===== config.mk =====
export PLATFORM = sky130hd
export DESIGN_NAME = out_port_sched
export DESIGN_NICKNAME = d
export VERILOG_FILES = /design/src/rtl/out_port_sched.sv
export SDC_FILE = /design/constraint.sdc
export NUM_CORES = 1
export LEC_CHECK = 0
export CAP_MARGIN = 15
export CORE_AREA = 2 2 139 141
export CTS_CLUSTER_DIAMETER = 60
export DETAILED_ROUTE_END_ITERATION = 8
export DIE_AREA = 0 0 141 143
export GPL_TIMING_DRIVEN = 0
export PLACE_DENSITY = 0.63
export SYNTH_ARGS = -nofsm -noshare
export SYNTH_HDL_FRONTEND = slang
export SYNTH_SLANG_ARGS = --single-unit

===== constraint.sdc =====
create_clock -name clk -period 15.3 [get_ports clk]
set_input_delay 1.53 -clock clk [delete_from_list [all_inputs] [get_ports clk]]
set_output_delay 1.53 -clock clk [all_outputs]
set_load 0.01 [all_outputs]

===== src/rtl/out_port_sched.sv =====
// Output-port packet scheduler: strict-priority or weighted-round-robin selection
// among NUM_PRI head packets, then a burst read of the chosen packet from the buffer.
module out_port_sched #(
  parameter int NUM_PRI      = 8,
  parameter int DATA_WIDTH   = 64,
  parameter int ADDR_WIDTH   = 12,
  parameter int LEN_WIDTH    = 7,
  parameter int WEIGHT_WIDTH = 4
) (
  input  logic                             clk,
  input  logic                             rst,
  input  logic                             sp0_wrr1,
  input  logic [NUM_PRI-1:0]               prepared,
  input  logic [NUM_PRI-1:0]               ready,
  input  logic [NUM_PRI*WEIGHT_WIDTH-1:0]  wrr_weight,
  input  logic [NUM_PRI*ADDR_WIDTH-1:0]    head_addr,
  input  logic [NUM_PRI*LEN_WIDTH-1:0]     head_len,
  output logic [NUM_PRI-1:0]               pop,
  output logic                             rd_request,
  output logic [ADDR_WIDTH-1:0]            rd_addr,
  input  logic [DATA_WIDTH-1:0]            data_read,
  output logic                             rd_sop,
  output logic                             rd_eop,
  output logic                             rd_vld,
  output logic [DATA_WIDTH-1:0]            rd_data,
  output logic                             busy
);

  localparam int PTR_W = (NUM_PRI > 1) ? $clog2(NUM_PRI) : 1;

  typedef enum logic [0:0] {
    IDLE = 1'b0,
    READ = 1'b1
  } state_t;

  state_t                  state_q, state_d;
  logic [PTR_W-1:0]        ptr_q, ptr_d;
  logic [WEIGHT_WIDTH-1:0] credit_q, credit_d;
  logic [ADDR_WIDTH-1:0]   addr_q, addr_d;
  logic [LEN_WIDTH-1:0]    rem_q, rem_d;
  logic                    first_q, first_d;
  logic                    rd_vld_q, rd_sop_q, rd_eop_q;

  logic [NUM_PRI-1:0]      eligible_s;
  logic [NUM_PRI-1:0]      pop_s;
  logic [PTR_W-1:0]        sp_sel_s, wrr_sel_s, cand_s, grant_s, wrr_ptr_s;
  logic [WEIGHT_WIDTH:0]   wrr_cred_s, wght_s;
  logic [LEN_WIDTH-1:0]    len_s;

  // Sum of a pointer and an offset (both below NUM_PRI), folded back into 0..NUM_PRI-1.
  function automatic logic [PTR_W-1:0] ptr_wrap(input logic [PTR_W:0] sum);
    logic [PTR_W:0] r;
    r = (sum >= (PTR_W+1)'(NUM_PRI)) ? (sum - (PTR_W+1)'(NUM_PRI)) : sum;
    return r[PTR_W-1:0];
  endfunction

  // A zero weight still earns one grant per round so no queue can be starved.
  function automatic logic [WEIGHT_WIDTH:0] eff_weight(input logic [WEIGHT_WIDTH-1:0] w);
    return (w == {WEIGHT_WIDTH{1'b0}}) ? {{WEIGHT_WIDTH{1'b0}}, 1'b1} : {1'b0, w};
  endfunction

  assign eligible_s = prepared & ready;

  // Candidate selection: lowest eligible index, and first eligible at/after the WRR pointer.
  always_comb begin
    sp_sel_s  = {PTR_W{1'b0}};
    wrr_sel_s = ptr_q;
    cand_s    = ptr_q;
    for (int i = NUM_PRI - 1; i >= 0; i--) begin
      sp_sel_s  = eligible_s[i] ? PTR_W'(i) : sp_sel_s;
      cand_s    = ptr_wrap({1'b0, ptr_q} + (PTR_W+1)'(i));
      wrr_sel_s = eligible_s[cand_s] ? cand_s : wrr_sel_s;
    end
  end

  // Next-state logic: grant and pointer/credit bookkeeping in IDLE, word sequencing in READ.
  always_comb begin
    state_d    = state_q;
    ptr_d      = ptr_q;
    credit_d   = credit_q;
    addr_d     = addr_q;
    rem_d      = rem_q;
    first_d    = first_q;
    pop_s      = {NUM_PRI{1'b0}};
    grant_s    = sp_sel_s;
    len_s      = {LEN_WIDTH{1'b0}};
    wrr_ptr_s  = ptr_q;
    wrr_cred_s = {1'b0, credit_q};
    wght_s     = {{WEIGHT_WIDTH{1'b0}}, 1'b1};
    case (state_q)
      IDLE: begin
        grant_s = sp0_wrr1 ? wrr_sel_s : sp_sel_s;
        if (|eligible_s) begin
          pop_s[grant_s] = 1'b1;
          addr_d  = head_addr[grant_s*ADDR_WIDTH +: ADDR_WIDTH];
          len_s   = head_len[grant_s*LEN_WIDTH +: LEN_WIDTH];
          // rem counts words still to issue after the current one; length 0 reads one word.
          rem_d   = (len_s == {LEN_WIDTH{1'b0}}) ? {LEN_WIDTH{1'b0}} : (len_s - LEN_WIDTH'(1));
          first_d = 1'b1;
          state_d = READ;
          if (sp0_wrr1) begin
            if (grant_s == ptr_q) begin
              wrr_ptr_s  = ptr_q;
              wrr_cred_s = {1'b0, credit_q} + {{WEIGHT_WIDTH{1'b0}}, 1'b1};
            end else begin
              wrr_ptr_s  = grant_s;
              wrr_cred_s = {{WEIGHT_WIDTH{1'b0}}, 1'b1};
            end
            wght_s = eff_weight(wrr_weight[wrr_ptr_s*WEIGHT_WIDTH +: WEIGHT_WIDTH]);
            if (wrr_cred_s >= wght_s) begin
              ptr_d    = ptr_wrap({1'b0, wrr_ptr_s} + {{PTR_W{1'b0}}, 1'b1});
              credit_d = {WEIGHT_WIDTH{1'b0}};
            end else begin
              ptr_d    = wrr_ptr_s;
              credit_d = wrr_cred_s[WEIGHT_WIDTH-1:0];
            end
          end else begin
            ptr_d    = ptr_q;
            credit_d = credit_q;
          end
        end else begin
          state_d = IDLE;
        end
      end
      READ: begin
        first_d = 1'b0;
        if (rem_q == {LEN_WIDTH{1'b0}}) begin
          state_d = IDLE;
        end else begin
          rem_d  = rem_q - LEN_WIDTH'(1);
          addr_d = addr_q + ADDR_WIDTH'(1);
        end
      end
      default: begin
        state_d = IDLE;
      end
    endcase
  end

  // State and output-framing registers.
  always_ff @(posedge clk) begin
    if (rst) begin
      state_q  <= IDLE;
      ptr_q    <= {PTR_W{1'b0}};
      credit_q <= {WEIGHT_WIDTH{1'b0}};
      addr_q   <= {ADDR_WIDTH{1'b0}};
      rem_q    <= {LEN_WIDTH{1'b0}};
      first_q  <= 1'b0;
      rd_vld_q <= 1'b0;
      rd_sop_q <= 1'b0;
      rd_eop_q <= 1'b0;
    end else begin
      state_q  <= state_d;
      ptr_q    <= ptr_d;
      credit_q <= credit_d;
      addr_q   <= addr_d;
      rem_q    <= rem_d;
      first_q  <= first_d;
      rd_vld_q <= (state_q == READ);
      rd_sop_q <= (state_q == READ) && first_q;
      rd_eop_q <= (state_q == READ) && (rem_q == {LEN_WIDTH{1'b0}});
    end
  end

  assign pop        = rst ? {NUM_PRI{1'b0}} : pop_s;
  assign rd_request = (state_q == READ);
  assign busy       = (state_q != IDLE);
  assign rd_addr    = addr_q;
  assign rd_vld     = rd_vld_q;
  assign rd_sop     = rd_sop_q;
  assign rd_eop     = rd_eop_q;
  // The buffer's read port is already registered; forward its word aligned with rd_vld.
  assign rd_data    = rd_vld_q ? data_read : {DATA_WIDTH{1'b0}};

endmodule


### Word level (Yosys, flattened, before mapping)

Index checks and enable logic that the tools add are counted.

* $add $sub $neg: 21
* $mul: 2
* $lt $le $gt $ge: 20
* eq/ne operators: 3
* shift-type cells: 3
* muxes and demuxes: 71
* bitwise gates (word level): 2
* reductions and logical operators: 9

Operator list (count)
* $shiftx A96 B8 Y12: 1
* $mux W3: 31
* $mux W64: 1
* $shiftx A56 B7 Y7: 1
* $lt A3 B4 Y1 const B: 9
* $ge A4 B4 Y1 const B: 8
* $shiftx A32 B6 Y4: 1
* $sub A3 B1 Y3 const B: 9
* $bmux W1 S3: 8
* $mux W12: 2
* $mux W8: 3
* $pmux W12 S2: 1
* $mux W7: 3
* $mux W5: 4
* $add A3 B3 Y4 const B: 4
* $logic_not A7 Y1: 2
* $pmux W7 S2: 1
* $sub A7 B1 Y7 const B: 2
* $add A12 B1 Y12 const B: 1
* $mux W1: 12
* $add A3 B1 Y4 const B: 2
* $add A3 B2 Y4 const B: 2
* $and A8 B8 Y8: 1
* $mux W4: 2
* other kinds (16): 20

* register bits after elaboration: 31
* bits of input ports: 267
* output and inout bits: 89
* logic and storage cells: 140

### Longest topological paths before layout

Gate-level depths: netlist (run 1).

* depth in word-level cells: 24
* gate-level depth with buffers: 30
* gate-level depth less buffers: 24

### Worst setup path after synthesis (run 1)

Ideal clock, no wire load.

* path kind: input to register
* start point: input prepared[5]
* end point: register ptr_q[2]
* setup time: 87 ps
* arrival: 5993 ps
* required time: 15213 ps
* slack: 9220 ps
* cell stages on the path: 26
* buffers on the path: 5
* path through: nand2_1 -> mux4_2 -> mux2i_2 -> a311oi_1 -> nand3b_1 -> a211oi_1 -> or2_1 -> buf_6 -> inv_4 -> buf_6 -> buf_2 -> buf_2 -> clkbuf_1 -> nand2_1 -> nand3_1 -> a31oi_1 -> nand3_1 -> o211ai_1 -> ha_1 -> nand2b_1 -> a21o_1 -> a21o_1 -> a221o_1 -> a21o_1 -> a211o_1 -> o31ai_1

* longest elaborated chain between the ends: 22
* elaborated cells on any way between the ends: 52
* those cells by class: 2 x add/sub; 2 x order compare; 1 x eq/ne; 1 x shift; 42 x mux; 1 x bitwise; 3 x reduce/logical

Ends and longest elaborated chain
* start: declaration: RTL line 13 `input logic [NUM_PRI-1:0] prepared,`
* $and A8 B8 Y8 (*): RTL line 62 `assign eligible_s = prepared & ready;`
* $bmux W1 S3: RTL line 72 `wrr_sel_s = eligible_s[cand_s] ? cand_s : wrr_sel_s;`
* $mux W1 (not written as such): RTL line 72
* $mux W3 (8 in series): RTL line 72
* $mux W3: RTL line 92 `grant_s = sp0_wrr1 ? wrr_sel_s : sp_sel_s;`
* $eq A3 B3 Y1: RTL line 102 `if (grant_s == ptr_q) begin`
* $mux W3: RTL line 102
* $mux W3: RTL line 101 `if (sp0_wrr1) begin`
* $mux W3: RTL line 93 `if (|eligible_s) begin`
* $mux W3: RTL line 90 `case (state_q)`
* $shiftx A32 B6 Y4: RTL line 109 `wght_s = eff_weight(wrr_weight[wrr_ptr_s*WEIGHT_WIDTH +: WEIGHT_WIDTH]);`
* $logic_not A4 Y1: RTL line 59 `return (w == {WEIGHT_WIDTH{1'b0}}) ? {{WEIGHT_WIDTH{1'b0}}, 1'b1} : {1'b0, w};`
* $mux W4: RTL line 59
* $ge A5 B4 Y1: RTL line 110 `if (wrr_cred_s >= wght_s) begin`
* $mux W3: RTL line 110
* end signal: assignment: RTL line 144 `ptr_q <= {PTR_W{1'b0}};`
* end signal: assignment: RTL line 154 `ptr_q <= ptr_d;`
* end: declaration: RTL line 37 `logic [PTR_W-1:0] ptr_q, ptr_d;`

Every way passes the cells marked *; elsewhere a longest branch is shown, timed or not. The select of a mux whose other input is x is not followed.
A chain may end at the register's enable or synchronous reset.

### Final worst setup path (run 1)

* start point: input prepared[4]
* end point: output pop[7]

* longest elaborated chain between the ends: 19
* elaborated cells on any way between the ends: 40
* those cells by class: 2 x order compare; 35 x mux; 1 x bitwise; 2 x reduce/logical

Ends and longest elaborated chain
* $and A8 B8 Y8 (*): RTL line 62
* $bmux W1 S3: RTL line 72
* $mux W1 (not written as such): RTL line 72
* $mux W3 (8 in series): RTL line 72
* $mux W3: RTL line 92
* $lt A3 B4 Y1 (not written as such) / $ge A3 B1 Y1 (equally long branches): RTL line 94 `pop_s[grant_s] = 1'b1;`
* $logic_and A1 B1 Y1 (not written as such): RTL line 94
* $mux W1 (not written as such): RTL line 94
* $demux W1 S3: RTL line 94
* $mux W8 (*): RTL line 93
* $mux W8 (*): RTL line 90
* $mux W8 (*): RTL line 165 `assign pop = rst ? {NUM_PRI{1'b0}} : pop_s;`
* end: declaration: RTL line 18 `output logic [NUM_PRI-1:0] pop,`

Marks and branches as above.

==> results.ini, run 1 <==
[synth]
async_reset_ff_frac = 0
synth_cells = 684
synth.cell_area_mm2 = 0.00502
synth_edf_count = 0
yosysWarnings = 0
synth.distinct_cells = 66
postSynthAreaPerCell_um2 = 7.34
synth_nets = 962
ys.flop_type = dfxtp_1
ys_ff_latch = 31
ys_seq_area_frac = 0.124

[detailed_routing]
wirelength_um = 22900
vias = 6473
wl_per_cell_um = 17.9
drc = 0
drt-initial-drc-count = 356
firstDrtPassIters = 5
antenna_left = 0
vias_per_cell = 5.06

[timing]
worst_pin_slew_ns = 0.732
fin_crit_ns = 7.30
setup_viol = 0
whs_ns = 0.456
rsz0062_at_grt = false
fmax_mhz = 137
maxSlewHeadroom = 0.512
period_share = 0.477
slew_viol_final = 0
hold_viol = 0
setup_tns_ns = 0
skew_ns = 0.00828

[power_and_ir_drop]
leakage_nw = 3.58
power_frac_comb = 0.764
p_seq_frac = 0.124
swShare = 0.464
p_int_w = 0.000561
peakVddDrop_uv = 53.6
p_clk_frac = 0.111
p_sw_w = 0.000484
powerDensity_mw_per_mm2 = 116

[global_route]
grt_max_degree = 11
grt_pass1_wl_um = 35100
first_global_vias = 6428
track_usage = 0.217
antenna_found_initial = 0
grt_remaining_overflow = 0

[clock_network]
post_cts_buffers = 0
cts.sinks = 31
cts_buffer_depth = 2
numCtsBuffers = 5
cts_tree = done
clk_pin_slew_ns = 0.05
cts_resized = 0
h-tree-depth = 2
worstSkewPairLatency_ns = 0.28
cts_hold_buf = 0
cts_root_buf = clkbuf_16

[worst_setup_path]
worstSetupPathType = input port to output pin
end_kind = output pin
critPathLaunchType = input port
critPathRequiredTime_ns = 13.77
worstPathArrival_ns = 5.77
worstPathMaxFanout = 10

[layout]
n_antenna_cell = 0
layout-drive-gt1-share = 0.0554
syn2layout_area_growth_pct = 79.9
nNetsFinal = 1323
final_common_cell = clkdlybuf4s50_1
mostFrequentLayoutCells = clkdlybuf4s50_1 (354), mux2i_1 (92), nand2_1 (89)

[floorplanning]
die_area_mm2 = 0.0202
core_mm2 = 0.0186
die_h_um = 143
start_util = 0.270
rows = 50
fp.dieW_um = 141
io_pins = 356

[placement]
io_buffers = 354
gp_congestion = 0.886
dp_hpwl_um = 19200

[run_status]
outcome = finished clean

[hold_path]
hold_class = flip-flop to flip-flop

[flow_run]
max_cap_viol_count = 0

## routing by layer
layer	global-route usage	up-vias	routed length (µm)
li1	-	3218	-
met1	0.283	2969	9790
met2	0.371	256	11300
met3	0.0436	30	1380
met4	0.0526	0	425
met5	0	-	0
## cell usage after synthesis (all sizes together) (8+ instances only)
cell type,number,area share
nor2,56,0.042
and2,74,0.092
and3,11,0.014
mux2i,94,0.19
nand2,89,0.067
mux4,14,0.063
nor3,26,0.028
inv,12,0.0095
o21ai,33,0.033
or3,8,0.010
a22oi,11,0.016
xnor2,12,0.022
clkbuf,26,0.019
a21oi,25,0.025
nand3,25,0.025
a211oi,11,0.016
ha,11,0.027
dfxtp,31,0.12
buf,24,0.028
## per-stage QoR
step / std cells / power, W / area [µm²] / util / worst slack, ns
after floorplan: 684 / 0.000652 / 5020 / - / 9.22
after global placement: 1272 / 0.000924 / 8850 / 0.476 / 7.83
after detailed placement: 1272 / 0.000926 / 8850 / 0.476 / 7.84
after CTS: 1280 / 0.00105 / 9030 / 0.486 / 7.98
after global routing: 1280 / 0.00113 / 9030 / 0.486 / 7.69
final: 1280 / 0.00105 / 9030 / 0.486 / 8.00
## flip-flops by register name (all words and copies together), names as in the netlist
| signal | cells |
|---|---|
| rem_q | 7 |
| rd_addr | 12 |
| rd_eop | 1 |
| credit_q | 4 |
| rd_sop | 1 |
| first_q | 1 |
| busy | 1 |
| ptr_q | 3 |
| rd_vld | 1 |
## kinds of logic after synthesis
logic type / Yosys count / share of synthesized area
AOI/OAI and AO/OA: 140 / 0.192
buffers and inverters: 63 / 0.0576
DFF: 31 / 0.124
and+or+nand+nor: 308 / 0.303
muxes: 114 / 0.265
adders and majority gates: 11 / 0.0274
xor gates and xnor gates: 17 / 0.0312
## path summary, 6_finish.rpt
kind | start | to | slack [ns] | cells after the start
worst min register to register | first_q | rd_sop | 0.46 | 2
worst min-delay path | first_q | rd_sop | 0.46 | 2
worst max-delay path | prepared[4] | pop[7] | 8.00 | 15
worst max register to register | ptr_q[1] | ptr_q[2] | 8.72 | 29
## power groups by stage
stage	combinational (W)	sequential, W	clock (W)
after global placement	0.000794	0.000130	0
after CTS	0.000801	0.000129	0.000117
final	0.000799	0.000130	0.000116
after floorplan	0.000522	0.000130	0
after global routing	0.000871	0.000134	0.000121
after detailed placement	0.000796	0.000131	0
## critical path, cell delays in order
cell and delay, ns:
clkdlybuf4s50_1 0.47, nand2_1 0.20, mux4_2 0.58, mux2i_1 0.29
nor3b_1 0.22, a211oi_1 0.08, mux2i_1 0.13, and2_1 0.14
buf_2 0.16, buf_4 0.21, buf_2 0.24, buf_2 0.27
or3_1 0.47, nor3_1 0.17, clkdlybuf4s50_1 0.60
## layout make-up
cell class                      count  area [µm²]
Fill cell                        1827        9550
Clock inverter                      2        35.0
Multi-Input combinational cell    590        4110
Sequential cell                    31         621
Timing Repair Buffer              354        3540
Tap cell                          234         293
Clock buffer                        6         139
Inverter                           13        51.3
Buffer                             50         238
No activity file was read; power rests on OpenSTA's default activity.
==> inputs of run 2 (changes only) <==
CORE_AREA = 2 2 136 138   (was 2 2 139 141)
DIE_AREA = 0 0 138 140   (was 0 0 141 143)
PLACE_DENSITY = 0.65   (was 0.63)
clock period = 7.1 ns   (was 15.3 ns; I/O delays follow)
==> results.ini, run 2 (synthesized netlist as in run 1, its figures left out) <==
[global_route]
track_usage = 0.225
first_global_vias = 6528
grt_max_degree = 11
grt_remaining_overflow = 0
grt_pass1_wl_um = 35500
antenna_found_initial = 0

[layout]
syn2layout_area_growth_pct = 78.9
fillers = 1809
mostFrequentLayoutCells = clkdlybuf4s50_1 (354), mux2i_1 (92), nand2_1 (89)
final_common_cell = clkdlybuf4s50_1
largest_reg_flops = 12
nNetsFinal = 1323
n_antenna_cell = 0
layout-drive-gt1-share = 0.0527

[clock_network]
cts_root_buf = clkbuf_16
numCtsBuffers = 5
cts_tree = done
cts_resized = 0
clk_pin_slew_ns = 0.05
worstSkewPairLatency_ns = 0.28
cts.sinks = 31
cts_hold_buf = 0
h-tree-depth = 2
post_cts_buffers = 0
cts_buffer_depth = 2

[worst_setup_path]
end_kind = flip-flop
r2r_end = ptr_q[2]
worstSetupPathType = flip-flop to flip-flop
r2r-start = ptr_q[1]
reg2reg_depth = 24
critPathRequiredTime_ns = 7.29
worstPathMaxFanout = 10
rrSetupSlack_ns = 0.62
critPathLaunchType = flip-flop
worstPathArrival_ns = 6.67

[detailed_routing]
vias_per_cell = 5.07
wl_met1_um = 9730
highest_layer = met4
drc = 0
wirelength_um = 22700
antenna_left = 0
met3WireLength_um = 1150
vias = 6448
wl_met2_um = 11300
drt-initial-drc-count = 361
wl_per_cell_um = 17.8
firstDrtPassIters = 5

[timing]
skew_ns = 0.00261
worst_pin_slew_ns = 0.708
period_share = 0.913
slew_viol_final = 0
setup_viol = 0
setup_tns_ns = 0
fmax_mhz = 154
rsz0062_at_grt = false
maxSlewHeadroom = 0.528
fin_crit_ns = 6.48
hold_viol = 0

[placement]
gp_congestion = 0.896
dp_hpwl_um = 19200
io_buffers = 354

[run_status]
outcome = finished clean

[hold_path]
holdPathStages = 1
holdCritStartpoint = rem_q[6]
hold_class = flip-flop to flip-flop
min_to = rd_eop

[floorplanning]
start_util = 0.282
fp.dieW_um = 138
rows = 49
die_h_um = 140
core_mm2 = 0.0178
die_area_mm2 = 0.0193
io_pins = 356

[power_and_ir_drop]
p_clk_frac = 0.089
p_seq_frac = 0.127
peakVddDrop_uv = 122
leakage_nw = 3.55
p_int_w = 0.00116
power_w = 0.00219
swShare = 0.471
powerDensity_mw_per_mm2 = 244
p_sw_w = 0.00103
power_frac_comb = 0.783

[flow_run]
max_cap_viol_count = 0

-- run 2: changes by cell type in the layout (fill, tap and decap cells not counted) --
cell and change:
clkbuf_1 +1, bufinv_16 -1, clkinv_2 -1, clkbuf_8 -1
-- run 2: worst max-delay path by stage --
| stage | startpoint | end | slack, ns | depth (start not counted) |
|---|---|---|---|---|
| 6_report | ptr_q[1] | ptr_q[2] | 0.62 | 24 |
| 2_1_floorplan | ptr_q[1] | ptr_q[2] | 1.77 | 29 |
| 3_3_place_gp | prepared[5] | ptr_q[2] | 0.47 | 27 |
| 5_1_grt | ptr_q[1] | ptr_q[2] | 0.05 | 29 |
| 4_1_cts | ptr_q[1] | ptr_q[2] | 0.65 | 29 |
| 3_5_place_dp | prepared[5] | ptr_q[2] | 0.44 | 27 |
-- run 2: power groups by stage --
| stage | clock, W | sequential, W | combinational, W |
|---|---|---|---|
| floorplan | 0 | 0.000280 | 0.00113 |
| global placement | 0 | 0.000279 | 0.00170 |
| detailed placement | 0 | 0.000280 | 0.00171 |
| CTS | 0.000197 | 0.000277 | 0.00172 |
| global route | 0.000205 | 0.000286 | 0.00188 |
| finish | 0.000196 | 0.000278 | 0.00171 |
-- run 2: stage by stage --
step,utilization,instance area [µm²],setup slack [ns],instances,hold WS [ns]
2_1_floorplan,-,5020,1.77,684,0.423
3_3_place_gp,0.498,8850,0.474,1267,0.444
3_5_place_dp,0.498,8850,0.436,1267,0.451
4_1_cts,0.505,8980,0.649,1273,0.456
5_1_grt,0.505,8980,0.0528,1273,0.484
6_report,0.505,8980,0.618,1273,0.458
-- run 2: layout make-up --
type / count / area (µm²) / area share
clock buffer: 6 / 129 / 0.0144
timing repair buffer: 354 / 3540 / 0.395
inverter: 13 / 51.3 / 0.00572
buffer: 50 / 238 / 0.0265
multi-input combinational: 590 / 4110 / 0.458
tap: 229 / 287 / 0.0319
sequential: 31 / 621 / 0.0691
-- run 2: metal layers --
metal | track usage | vias to the layer above
met5 | 0 | -
met4 | 0.0532 | 0
met3 | 0.0274 | 30
met2 | 0.397 | 251
met1 | 0.295 | 2954
li1 | - | 3213
-- run 2: worst max-delay path: stages (launching register included) --
cell	delay, ns
dfxtp_1	0.33
buf_2	0.22
inv_1	0.16
ha_1	0.30
clkbuf_1	0.32
inv_2	0.19
mux4_2	0.35
nor2b_1	0.15
o41ai_1	0.32
o211ai_1	0.16
a22oi_1	0.29
buf_1	0.59
buf_2	0.40
clkbuf_1	0.40
a31oi_1	0.25
nand3_1	0.14
o211ai_1	0.09
ha_1	0.28
nand2b_1	0.13
a21o_1	0.17
a21o_1	0.19
a221o_1	0.38
a21o_1	0.20
a211o_1	0.29
o31ai_1	0.07
